===== src/rtl/digit_scan_pkg.sv =====
// Shared constants and helpers for the digit scan multiplexer.
package digit_scan_pkg;

    localparam logic AN_OFF = 1'b1;
    localparam logic AN_ON  = 1'b0;

    // Upper bound on channel count supported by the search helper
    localparam int unsigned MAX_CH    = 32;
    localparam int unsigned MAX_SEL_W = 5;

    // Select-index width for n channels (at least one bit)
    function automatic int unsigned sel_w(input int unsigned n);
        return (n < 32'd2) ? 32'd1 : 32'($clog2(n));
    endfunction

    // Round-robin search: next set bit of mask above cur, wrapping at num; cur if none
    function automatic int unsigned next_enabled(input logic [MAX_CH-1:0] mask,
                                                 input int unsigned       cur,
                                                 input int unsigned       num);
        int unsigned idx;
        int unsigned result;
        logic        found;
        result = cur;
        found  = 1'b0;
        for (int unsigned i = 1; i <= MAX_CH; i++) begin
            idx = (cur + i) % num;
            if ((i <= num) && !found && mask[idx[MAX_SEL_W-1:0]]) begin
                result = idx;
                found  = 1'b1;
            end
        end
        return result;
    endfunction

endpackage


===== src/rtl/digit_scan_mux_prescaler.sv =====
// Slot timer: counts 0..SCAN_DIV-1 while enabled, flags terminal count and blank window.
module scan_prescaler #(
    parameter int unsigned SCAN_DIV  = 100000,
    parameter int unsigned BLANK_CYC = 1000
) (
    input  logic clk,
    input  logic rst_n,
    input  logic en,
    output logic cnt_tc,
    output logic blank
);

    localparam int unsigned CNT_W = $clog2(SCAN_DIV);

    logic [CNT_W-1:0] cnt_q, cnt_d;
    logic             cnt_tc_q, cnt_tc_d;
    logic             blank_q, blank_d;

    // Next count; flags are registered versions of the comparisons on the current count
    always_comb begin
        cnt_d = '0;
        if (en && (cnt_q != CNT_W'(SCAN_DIV - 1))) begin
            cnt_d = cnt_q + CNT_W'(1);
        end
        cnt_tc_d = (cnt_d == CNT_W'(SCAN_DIV - 1));
        blank_d  = (cnt_d < CNT_W'(BLANK_CYC));
    end

    // Counter and flag registers
    always_ff @(posedge clk or negedge rst_n) begin
        if (!rst_n) begin
            cnt_q    <= '0;
            cnt_tc_q <= 1'b0;
            blank_q  <= 1'b1;
        end else begin
            cnt_q    <= cnt_d;
            cnt_tc_q <= cnt_tc_d;
            blank_q  <= blank_d;
        end
    end

    assign cnt_tc = cnt_tc_q;
    assign blank  = blank_q;

endmodule


===== src/rtl/digit_scan_mux.sv =====
// Time-multiplexed digit scanner with skip mask, anti-ghost blanking and frame snapshot.
// Optional leading-zero blanking is built when DIGIT_SCAN_LZB_EN is defined.
module digit_scan_mux
    import digit_scan_pkg::*;
#(
    parameter  int unsigned NUM_CH    = 8,
    parameter  int unsigned DATA_W    = 4,
    parameter  int unsigned SCAN_DIV  = 100000,
    parameter  int unsigned BLANK_CYC = 1000,
    localparam int unsigned SEL_W     = sel_w(NUM_CH)
) (
    input  logic                     clk,
    input  logic                     rst_n,
    input  logic                     en,
    input  logic [NUM_CH*DATA_W-1:0] data_in,
    input  logic [NUM_CH-1:0]        ch_en,
    output logic [DATA_W-1:0]        data_out,
    output logic [NUM_CH-1:0]        an_n,
    output logic [SEL_W-1:0]         sel,
    output logic                     frame_start
);

    logic                     cnt_tc;
    logic                     blank;
    logic [NUM_CH*DATA_W-1:0] snap_q, snap_d;
    logic [SEL_W-1:0]         sel_q, sel_d;
    logic [DATA_W-1:0]        data_out_q, data_out_d;
    logic [NUM_CH-1:0]        an_n_q, an_n_d;
    logic                     frame_start_q, frame_start_d;
    logic                     run_q, run_d;
    logic [DATA_W-1:0]        word_c [NUM_CH];
    logic [NUM_CH-1:0]        lzb_blank_c;
    logic [MAX_CH-1:0]        mask_c;

    scan_prescaler #(
        .SCAN_DIV  (SCAN_DIV),
        .BLANK_CYC (BLANK_CYC)
    ) u_prescaler (
        .clk    (clk),
        .rst_n  (rst_n),
        .en     (en),
        .cnt_tc (cnt_tc),
        .blank  (blank)
    );

    // Snapshot split into per-channel words
    for (genvar k = 0; k < NUM_CH; k++) begin : g_word
        assign word_c[k] = snap_q[k*DATA_W +: DATA_W];
    end

    assign mask_c = MAX_CH'(ch_en);

`ifdef DIGIT_SCAN_LZB_EN
    logic zero_run;

    // Blank channel k>0 when it and every more significant snapshot word are zero
    always_comb begin
        lzb_blank_c = '0;
        zero_run    = 1'b1;
        for (int k = int'(NUM_CH) - 1; k > 0; k--) begin
            zero_run       = zero_run & (word_c[k] == '0);
            lzb_blank_c[k] = zero_run;
        end
    end
`else
    assign lzb_blank_c = '0;
`endif

    // Channel advance, frame snapshot and registered output values
    always_comb begin
        sel_d         = sel_q;
        snap_d        = snap_q;
        data_out_d    = data_out_q;
        an_n_d        = {NUM_CH{AN_OFF}};
        frame_start_d = 1'b0;
        run_d         = en;
        if (en) begin
            data_out_d = word_c[sel_q];
            if (!run_q) begin
                snap_d        = data_in;
                frame_start_d = 1'b1;
            end else if (cnt_tc && (ch_en != '0)) begin
                sel_d = SEL_W'(next_enabled(mask_c, 32'(sel_q), NUM_CH));
                if (sel_d <= sel_q) begin
                    snap_d        = data_in;
                    frame_start_d = 1'b1;
                end
            end
            if (ch_en[sel_q] && !blank && !lzb_blank_c[sel_q]) begin
                an_n_d[sel_q] = AN_ON;
            end
        end
    end

    // State and output registers
    always_ff @(posedge clk or negedge rst_n) begin
        if (!rst_n) begin
            snap_q        <= '0;
            sel_q         <= '0;
            data_out_q    <= '0;
            an_n_q        <= {NUM_CH{AN_OFF}};
            frame_start_q <= 1'b0;
            run_q         <= 1'b0;
        end else begin
            snap_q        <= snap_d;
            sel_q         <= sel_d;
            data_out_q    <= data_out_d;
            an_n_q        <= an_n_d;
            frame_start_q <= frame_start_d;
            run_q         <= run_d;
        end
    end

    assign data_out    = data_out_q;
    assign an_n        = an_n_q;
    assign sel         = sel_q;
    assign frame_start = frame_start_q;

endmodule


===== config.mk =====
export PLATFORM = sky130hd
export DESIGN_NAME = digit_scan_mux
export DESIGN_NICKNAME = d
export VERILOG_FILES = /design/src/rtl/digit_scan_pkg.sv /design/src/rtl/digit_scan_mux_prescaler.sv /design/src/rtl/digit_scan_mux.sv
export SDC_FILE = /design/constraint.sdc
export NUM_CORES = 1
export LEC_CHECK = 0
export ABC_AREA = 1
export CORE_MARGIN = 4
export CORE_UTILIZATION = 30
export DETAILED_ROUTE_END_ITERATION = 6
export PLACE_DENSITY_LB_ADDON = 0.08
export SLEW_MARGIN = 0
export SYNTH_ARGS = -nofsm -noshare
export SYNTH_HDL_FRONTEND = slang
export SYNTH_HIERARCHICAL = 1
export SYNTH_SLANG_ARGS = --single-unit

===== constraint.sdc =====
create_clock -name clk -period 8.4 [get_ports clk]
set_input_delay 1.68 -clock clk [delete_from_list [all_inputs] [get_ports clk]]
set_output_delay 1.68 -clock clk [all_outputs]
set_load 0.01 [all_outputs]

==> results of run 1 <==
==> cell usage in the layout (no fill, tap or decap), drive strengths merged <==
cell type	n
xnor2	4
or2	1
o21ai	41
clkdlybuf4s50	57
o21bai	2
nand2	147
nand3	73
inv	59
clkinvlp	1
ha	10
clkinv	5
dfstp	9
a211oi	1
dfrtp	59
mux2	16
nand3b	1
buf	3
nor3	2
a21oi	19
nor2	57
nand4	7
bufinv	1
xor2	6
clkbuf	11
nor4	2
==> per-stage QoR <==
stage / worst slack (ps) / cell area [um2] / utilization, %
6_report: 3630 / 5230 / 37.8
5_1_grt: 3210 / 5230 / 37.8
4_1_cts: 3600 / 5230 / 37.8
3_5_place_dp: 3390 / 4950 / 35.8
3_3_place_gp: 3470 / 4950 / 35.8
2_1_floorplan: 4350 / 4220 / -
==> routing by layer <==
layer	up-vias	GRT usage [%]
met4	0	4.10
met1	1689	18.8
met5	-	0
met3	13	3.33
met2	70	22.5
li1	1829	-
==> power breakdown <==
group / internal [mW] / switching [mW]
Clock: 0.201 / 0.144
Combinational: 0.0484 / 0.0504
Sequential: 0.354 / 0.0122
Total: 0.603 / 0.207
==> registers in the layout (all words and copies together), names as in the netlist, 3 cells and up <==
signal,count
snap_q,32
u_prescaler/cnt_q,17
an_n,8
data_out,4
sel,3
==> cells in the mapped netlist (2+ instances only) <==
| master | count |
|---|---|
| o21bai_1 | 2 |
| nand2_4 | 6 |
| nor4_1 | 2 |
| buf_6 | 3 |
| nand3_2 | 7 |
| nand4_1 | 5 |
| nand2_2 | 14 |
| buf_4 | 2 |
| nor3_2 | 2 |
| dfstp_2 | 9 |
| o21ai_0 | 38 |
| dfrtp_1 | 59 |
| inv_1 | 51 |
| inv_2 | 8 |
| mux2_2 | 16 |
| xor2_1 | 5 |
| nand2_1 | 127 |
| nor2_4 | 4 |
| o21ai_1 | 3 |
| nor2_2 | 7 |
| nor2_1 | 45 |
| a21oi_1 | 19 |
| ha_1 | 10 |
| xnor2_1 | 3 |
| clkbuf_1 | 7 |
| nand3_1 | 65 |
| buf_2 | 4 |
==> path summary, 6_finish.rpt <==
check / startpoint / to / cells past startpoint / slack [ps]
max: sel[1] / snap_q[2] / 18 / 3630
min: u_prescaler/cnt_q[0] / u_prescaler/cnt_q[0] / 1 / 490
max reg2reg: sel[1] / snap_q[2] / 18 / 3630
min reg2reg: u_prescaler/cnt_q[0] / u_prescaler/cnt_q[0] / 1 / 490
max in group asynchronous: rst_n / u_prescaler/cnt_q[2] / 2 / 6280
min in group asynchronous: rst_n / u_prescaler/cnt_q[11] / 2 / 1540
==> logic make-up (layout without fill, tap and decap cells) <==
kind of cell | Yosys count | count (layout) | share of synthesized area [%]
compound gates | 63 | 63 | 7.76
simple gates | 290 | 290 | 34.0
mux | 16 | 16 | 4.27
flops | 68 | 68 | 40.6
xor+xnor | 10 | 10 | 2.43
fa+ha+maj | 10 | 10 | 2.96
buf+inv | 77 | 137 | 8.03
==> area by class of cell <==
class,count,area [um2]
Timing Repair Buffer,60,591
Tap cell,180,225
Clock inverter,5,38.8
Clock buffer,11,233
Inverter,61,244
Sequential cell,68,1710
Fill cell,1424,8600
Multi-Input combinational cell,389,2180
==> results.sh, run 1 <==
export IMPL_outcome="finished clean"
export IMPL_fin_setup_tns_ps=0
export IMPL_route_met2_wl_um=5070
export IMPL_ctsHoldBuffers=0
export IMPL_total_power_mw=0.810
export IMPL_grt_pass1_vias=3702
export IMPL_cp_end_kind="flip-flop"
export IMPL_via_per_inst=4.65
export IMPL_arrival_ps=4980
export IMPL_drcViolationCount=0
export IMPL_diodes=0
export IMPL_portBuffers=58
export IMPL_worstMarginPinSlew_ps=1160
export IMPL_synth_top_cell_by_area="dfrtp_1"
export IMPL_core_rowCount=43
export IMPL_period_minus_slack_ps=4770
export IMPL_yosys_top_cells_area="dfrtp_1 35%, nand2_1 11%, nand3_1 7.7%"
export IMPL_synthCells=534
export IMPL_path_max_fanout=49
export IMPL_fmax_ghz=0.210
export IMPL_synth_edff_count=0
export IMPL_ys_flop_type="dfrtp_1"
export IMPL_final_nets=642
export IMPL_synthArstFlopShare_pct=100
export IMPL_cts_made_buffers=9
export IMPL_area_delta_synth_final_pct=23.8
export IMPL_initial_core_util_pct=30.5
export IMPL_ys_seq_area_share_pct=40.6
export IMPL_overflow=0
export IMPL_final_max_slew_violation_count=0
export IMPL_post_cts_resize_count=0
export IMPL_path_delay_family="compound AO/OA/AOI/OAI gates"
export IMPL_fp_dieArea_um2=16000
export IMPL_drtIter0Drc=182
export IMPL_track_usage_pct=14.0
export IMPL_syn_num_nets=587
export IMPL_wl_met1_um=5220
export IMPL_ys_seq_elements=68
export IMPL_vias=3601
export IMPL_layout_drive_gt1_share_pct=16.8
export IMPL_clk_pin_slew_ps=60
export IMPL_place_inst=758
export IMPL_io_pins=59
export IMPL_die_x_um=127
export IMPL_hp_class="flip-flop to flip-flop"
export IMPL_ys_warn_count=6
export IMPL_peakVddDrop_mv=0.0733
export IMPL_dr_wl_met3_um=436
export IMPL_hold_ws_ps=489
export IMPL_clockBufferDepth=2
export IMPL_crit_required_ps=8620
export IMPL_critPathMaxStageDelay_ps=900
export IMPL_cts_max_level=3
export IMPL_place_congestion=0.815
export IMPL_drtPass1Iterations=5
export IMPL_start_kind="flip-flop"
export IMPL_cts_root_buf="clkbuf_16"
export IMPL_relSlewSlack_pct=22.5
export IMPL_crit_path_cell_trace="inv_2, ha_1, bufinv_8, nand3_1, nand2_2, o21ai_0, nand4_4, inv_2, nand2_1, nand2_1, inv_1, ha_1, a21oi_1, o21ai_0, nand2_1, nand2_1, o21ai_4, mux2_2"
export IMPL_cts_setup_buffers=0
export IMPL_crit_slowest_cell="dfrtp_1"
export IMPL_rsz0062_at_grt="no"
export IMPL_synth_distinct_cells=38
export IMPL_clock_skew_ps=8.34
export IMPL_core_area_um2=13800
export IMPL_leakage_nw=2.35
export IMPL_finalCritPeriodShare_pct=56.7
export IMPL_setup_viol=0
export IMPL_top_layer_used="met4"
export IMPL_drt_total_wl_um=10900
export IMPL_hold_viol=0
export IMPL_synth_area_um2=4220
export IMPL_antenna_found_initial=0
export IMPL_detail_route_antenna_nets=0
export IMPL_dpl_hpwl_um=7890
export IMPL_cts_sinks=68
export IMPL_grt_pass1_wl_um=18100
export IMPL_crit_top_cell="nand2_1"
export IMPL_maxCapViolCount=0
export IMPL_drt_wirelength_per_cell_um=14.0
export IMPL_clk_latency_ps=330
export IMPL_die_y_um=127
export IMPL_grt_max_degree=69
export IMPL_yosysTopAreaCellShare_pct=35.0
export IMPL_cp_num_buf_inv=4
export IMPL_synth_area_per_cell_um2=7.91
export IMPL_p_per_area_nw_per_um2=155
export IMPL_criticalPathCategory="flip-flop to flip-flop"
export IMPL_stdcell_count=774
export IMPL_cts_tree="done"
Power figures use the tool's default switching activity.
==> inputs of run 2 (changes only) <==
==> constraint.sdc (replaced) <==
create_clock -name clk -period 4.9 [get_ports clk]
set_input_delay 0.98 -clock clk [delete_from_list [all_inputs] [get_ports clk]]
set_output_delay 0.98 -clock clk [all_outputs]
set_load 0.01 [all_outputs]
==> run 2 against run 1 <==
- worst hold slack better by 2.2 ps
- cell area rose by 0.89%
- clock skew down 2.1 ps
- worst setup slack got worse by 2800 ps
- utilization grew 0.33 points
- die area unchanged
- non-clock buffer count is 5 higher
- routed wire length grew 0.15%
- register-to-register slack lost 2800 ps
- critical path type unchanged
- critical endpoint is now snap_q[31]
- largest cell class unchanged
- largest power group unchanged
- highest routed layer unchanged
==> results.sh, run 2 (synthesis gave the netlist of run 1 again) <==
export IMPL_post_place_ws_ps=595
export IMPL_dpl_cell_area_um2=4990
export IMPL_criticalPathCategory="flip-flop to flip-flop"
export IMPL_track_usage_pct=13.9
export IMPL_leakage_nw=2.38
export IMPL_path_max_fanout=40
export IMPL_clk_latency_ps=340
export IMPL_detail_route_antenna_nets=0
export IMPL_mostFrequentLayoutCells="127 x nand2_1, 65 x nand3_1, 59 x dfrtp_1"
export IMPL_cts_root_buf="clkbuf_16"
export IMPL_outcome="finished clean"
export IMPL_die_y_um=127
export IMPL_post_cts_resize_count=0
export IMPL_crit_required_ps=5120
export IMPL_rrSetupSlack_ps=840
export IMPL_fp_dieArea_um2=16000
export IMPL_grt_pass1_vias=3642
export IMPL_drcViolationCount=0
export IMPL_hold_viol=0
export IMPL_top_register="snap_q"
export IMPL_grt_busiest_layer="met2"
export IMPL_portBuffers=58
export IMPL_maxCapViolCount=0
export IMPL_final_nets=647
export IMPL_grt_max_degree=69
export IMPL_overflow=0
export IMPL_cts_made_buffers=9
export IMPL_rsz0062_at_grt="no"
export IMPL_p_per_area_nw_per_um2=267
export IMPL_swShare_pct=25.5
export IMPL_cts_tree="done"
export IMPL_stdcell_area_um2=5270
export IMPL_final_common_cell="nand2_1"
export IMPL_stdcell_count=779
export IMPL_num_fill_cells=1437
export IMPL_relSlewSlack_pct=31.8
export IMPL_drt_wirelength_per_cell_um=14.0
export IMPL_switchingPower_mw=0.358
export IMPL_clockBufferDepth=2
export IMPL_fin_setup_tns_ps=0
export IMPL_drt_total_wl_um=10900
export IMPL_place_inst=763
export IMPL_cts_setup_buffers=0
export IMPL_final_util_pct=38.1
export IMPL_setup_viol=0
export IMPL_period_minus_slack_ps=4060
export IMPL_seq_power_share_pct=44.6
export IMPL_cts_max_level=3
export IMPL_drtPass1Iterations=4
export IMPL_power_frac_comb_pct=12.1
export IMPL_arrival_ps=4280
export IMPL_worstMarginPinSlew_ps=1020
export IMPL_area_delta_synth_final_pct=24.9
export IMPL_fmax_ghz=0.246
export IMPL_peakVddDrop_mv=0.131
export IMPL_worst_slack_ps=842
export IMPL_antenna_found_initial=0
export IMPL_diodes=0
export IMPL_final_max_slew_violation_count=0
export IMPL_finalCritPeriodShare_pct=82.8
export IMPL_total_power_mw=1.41
export IMPL_hold_ws_ps=491
export IMPL_core_rowCount=43
export IMPL_via_per_inst=4.61
export IMPL_met1_usage_pct=18.2
export IMPL_use_met3_pct=3.20
export IMPL_initial_core_util_pct=30.5
export IMPL_hp_class="flip-flop to flip-flop"
export IMPL_core_area_um2=13800
export IMPL_cts_sinks=68
export IMPL_cp_end_kind="flip-flop"
export IMPL_clk_pin_slew_ps=60
export IMPL_grt_pass1_wl_um=17800
export IMPL_io_pins=59
export IMPL_drtIter0Drc=135
export IMPL_vias=3590
export IMPL_dpl_hpwl_um=7980
export IMPL_place_congestion=0.851
export IMPL_largest_reg_flops=32
export IMPL_ctsHoldBuffers=0
export IMPL_p_int_mw=1.05
export IMPL_grtUsageMet2_pct=22.4
export IMPL_layout_drive_gt1_share_pct=17.7
export IMPL_clockPowerShare_pct=43.3
export IMPL_die_x_um=127
export IMPL_clock_skew_ps=6.22
export IMPL_start_kind="flip-flop"
[run 2: cell types whose count changed in the layout (fill, tap and decap cells not counted)]
| cell | previous run | this run |
|---|---|---|
| clkinvlp_4 | 1 | 2 |
| clkinv_4 | 3 | 2 |
| clkbuf_8 | 0 | 1 |
| buf_4 | 2 | 7 |
| clkbuf_1 | 2 | 1 |
[run 2: metal layers]
layer,wire length (um),vias to the layer above,share of wire (%)
li1,-,1851,-
met1,5200,1667,48
met2,5180,68,48
met3,429,4,3.9
met4,72,0,0.66
met5,0,-,0
[run 2: worst max-delay path: stages, from the launching register on]
cell      delay [ps]
dfrtp_1          380
inv_2            390
ha_1             410
bufinv_8         260
nand3_2          100
nand2_1           90
nand2_1           60
nand2_2          150
nand3_1           90
nand2_1           80
nand2_1           40
nand2_1           50
nand2_1           50
nand3_1           70
nand3_1           90
nand2_1           80
inv_1             40
ha_1             290
a21oi_1          150
o21ai_0          100
nand2_1           60
nand2_1           80
o21ai_4          370
mux2_2           420
[run 2: cell type report]
cell class	count	area [um2]	area share (%)
clock buffers	11	243	4.60
repair buffers	65	628	11.9
clock inverters	5	37.5	0.712
well taps	180	225	4.27
multi-input cells	389	2180	41.4
inverters	61	244	4.63
flip-flops and latches	68	1710	32.5
[run 2: path summary, 6_finish.rpt]
kind	from	end	depth (start not counted)
worst min-delay path	u_prescaler/cnt_q[0]	u_prescaler/cnt_q[0]	1
max in group asynchronous	rst_n	snap_q[7]	2
worst max register to register	sel[0]	snap_q[31]	23
worst max-delay path	sel[0]	snap_q[31]	23
worst min register to register	u_prescaler/cnt_q[0]	u_prescaler/cnt_q[0]	1
min in group asynchronous	rst_n	u_prescaler/cnt_q[16]	2
[run 2: power groups by stage]
stage / logic [mW] / registers [mW] / clock network [mW]
final: 0.170 / 0.627 / 0.608
after global routing: 0.193 / 0.632 / 0.653
after CTS: 0.175 / 0.628 / 0.627
after detailed placement: 0.174 / 0.637 / 0
after global placement: 0.171 / 0.637 / 0
after floorplan: 0.0910 / 0.632 / 0
==> inputs of run 3 (changes only) <==
==> constraint.sdc (replaced) <==
create_clock -name clk -period 4 [get_ports clk]
set_input_delay 0.8 -clock clk [delete_from_list [all_inputs] [get_ports clk]]
set_output_delay 0.8 -clock clk [all_outputs]
set_load 0.01 [all_outputs]
==> run 3 against run 2 <==
- sequential power up 22%
- clock skew down 1.4 ps
- critical path depth down 2
- global-route usage up 0.31 points
- utilization up 0.43 points
- final cell count up 0.51%
- count of clock-buffer cells in the layout unchanged
- largest power group is now the clock network
- critical path type is now input pin to flip-flop
- worst setup slack worse by 370 ps
- register-to-register slack worse by 370 ps
- sequential share of layout area down 0.37 points
- combinational power up 26%
==> results.sh, run 3 (synthesis gave the netlist of run 1 again) <==
export IMPL_stdcell_area_um2=5330
export IMPL_leakage_nw=2.41
export IMPL_cts_max_level=3
export IMPL_core_area_um2=13800
export IMPL_grt_pass1_wl_um=18100
export IMPL_die_x_um=127
export IMPL_fmax_ghz=0.284
export IMPL_ctsHoldBuffers=0
export IMPL_drtPass1Iterations=4
export IMPL_layout_drive_gt1_share_pct=18.1
export IMPL_final_common_cell="nand2_1"
export IMPL_clockBufferDepth=2
export IMPL_peakVddDrop_mv=0.236
export IMPL_cts_sinks=68
export IMPL_crit_slowest_cell="clkdlybuf4s50_1"
export IMPL_clockPowerShare_pct=43.9
export IMPL_r2r_end="snap_q[15]"
export IMPL_top_register="snap_q"
export IMPL_worstRegToRegCells=22
export IMPL_finalCritPeriodShare_pct=88.1
export IMPL_num_fill_cells=1413
export IMPL_final_util_pct=38.6
export IMPL_swShare_pct=24.1
export IMPL_arrival_ps=3740
export IMPL_drcViolationCount=0
export IMPL_cts_setup_buffers=0
export IMPL_track_usage_pct=14.2
export IMPL_hp_class="flip-flop to flip-flop"
export IMPL_initial_core_util_pct=30.5
export IMPL_grtUsageMet2_pct=23.0
export IMPL_switchingPower_mw=0.423
export IMPL_final_nets=651
export IMPL_stdcell_count=783
export IMPL_detail_route_antenna_nets=0
export IMPL_grt_max_degree=43
export IMPL_final_max_slew_violation_count=0
export IMPL_post_place_ws_ps=137
export IMPL_p_int_mw=1.33
export IMPL_start_kind="input pin"
export IMPL_rr_startpoint="sel[0]"
export IMPL_clk_latency_ps=330
export IMPL_grt_pass1_vias=3666
export IMPL_hold_start="u_prescaler/cnt_q[0]"
export IMPL_crit_top_cell="nand2_1"
export IMPL_area_delta_synth_final_pct=26.3
export IMPL_crit_required_ps=4210
export IMPL_power_frac_comb_pct=12.2
export IMPL_largest_reg_flops=32
export IMPL_core_rowCount=43
export IMPL_cts_root_buf="clkbuf_16"
export IMPL_grt_busiest_layer="met2"
export IMPL_fp_dieArea_um2=16000
export IMPL_overflow=0
export IMPL_relSlewSlack_pct=62.2
export IMPL_cp_end_kind="flip-flop"
export IMPL_fin_setup_tns_ps=0
export IMPL_mostFrequentLayoutCells="127 x nand2_1, 65 x nand3_1, 59 x dfrtp_1"
export IMPL_drtIter0Drc=210
export IMPL_hold_path_depth=1
export IMPL_dpl_hpwl_um=8190
export IMPL_drt_total_wl_um=11100
export IMPL_hold_ws_ps=493
export IMPL_seq_power_share_pct=43.9
export IMPL_crit_path_cell_trace="clkdlybuf4s50_1, nand2_1, nand3_2, nand2_1, nand2_1, nand2_4, nand3_4, nor2_8, nand3_1, nand3_1, nand3_1, nand2_1, inv_1, ha_1, a21oi_1, o21ai_0, nand2_1, nand2_1, o21ai_4, buf_12, mux2_2"
export IMPL_place_congestion=0.839
export IMPL_vias=3632
export IMPL_period_minus_slack_ps=3520
export IMPL_outcome="finished clean"
export IMPL_place_inst=767
export IMPL_clk_pin_slew_ps=60
export IMPL_use_met3_pct=3.45
export IMPL_via_per_inst=4.64
export IMPL_post_cts_resize_count=0
export IMPL_rsz0062_at_grt="no"
export IMPL_p_per_area_nw_per_um2=328
export IMPL_io_pins=59
export IMPL_cts_tree="done"
export IMPL_dpl_cell_area_um2=5050
export IMPL_diodes=0
export IMPL_whs_endpoint="u_prescaler/cnt_q[0]"
export IMPL_path_max_fanout=26
export IMPL_total_power_mw=1.75
export IMPL_antenna_found_initial=0
export IMPL_critPathMaxStageDelay_ps=460
export IMPL_clock_skew_ps=4.82
export IMPL_cts_made_buffers=9
export IMPL_die_y_um=127
export IMPL_criticalPathCategory="input pin to flip-flop"
export IMPL_drt_wirelength_per_cell_um=14.2
export IMPL_worstMarginPinSlew_ps=568
export IMPL_hold_viol=0
export IMPL_portBuffers=58
export IMPL_setup_viol=0
export IMPL_maxCapViolCount=0
export IMPL_worst_slack_ps=476
export IMPL_met1_usage_pct=18.9
export IMPL_rrSetupSlack_ps=480
==> run 3: how the worst max path moves through the flow <==
| stage | startpoint | endpoint | slack (ps) |
|---|---|---|---|
| 6_report | ch_en[0] | snap_q[15] | 480 |
| 2_1_floorplan | sel[0] | snap_q[12] | 110 |
| 3_5_place_dp | ch_en[0] | snap_q[29] | 140 |
| 3_3_place_gp | ch_en[5] | snap_q[16] | 180 |
| 4_1_cts | ch_en[0] | snap_q[29] | 480 |
| 5_1_grt | sel[0] | snap_q[29] | 180 |
==> run 3: power groups by stage <==
stage / clock, mW / sequential (mW) / combinational, mW
final: 0.769 / 0.768 / 0.214
after global routing: 0.827 / 0.775 / 0.242
after floorplan: 0 / 0.774 / 0.111
after CTS: 0.795 / 0.769 / 0.218
after detailed placement: 0 / 0.781 / 0.217
after global placement: 0 / 0.780 / 0.215
==> run 3: area by class of cell <==
type	count	area [um2]	area share, %
Clock buffer	11	233	4.37
Multi-Input combinational cell	389	2180	40.9
Timing Repair Buffer	69	683	12.8
Clock inverter	5	52.6	0.986
Inverter	61	244	4.58
Tap cell	180	225	4.22
Sequential cell	68	1710	32.1
==> run 3: critical path: cells and delay by family <==
family / cells / cell delay [ps]
AND/OR/NAND/NOR: 13 / 1270
adder cells (fa/ha/maj): 1 / 300
buffers and inverters: 3 / 700
multiplexers: 1 / 340
AO/OA/AOI/OAI: 3 / 330
==> run 3: metal layers <==
layer  share of wire (%)  up-vias  wire, um
met2                  48       64      5300
li1                    -     1850         -
met3                 3.4       10       381
met1                  48     1708      5280
met5                   0        -         0
met4                 1.1        0       121
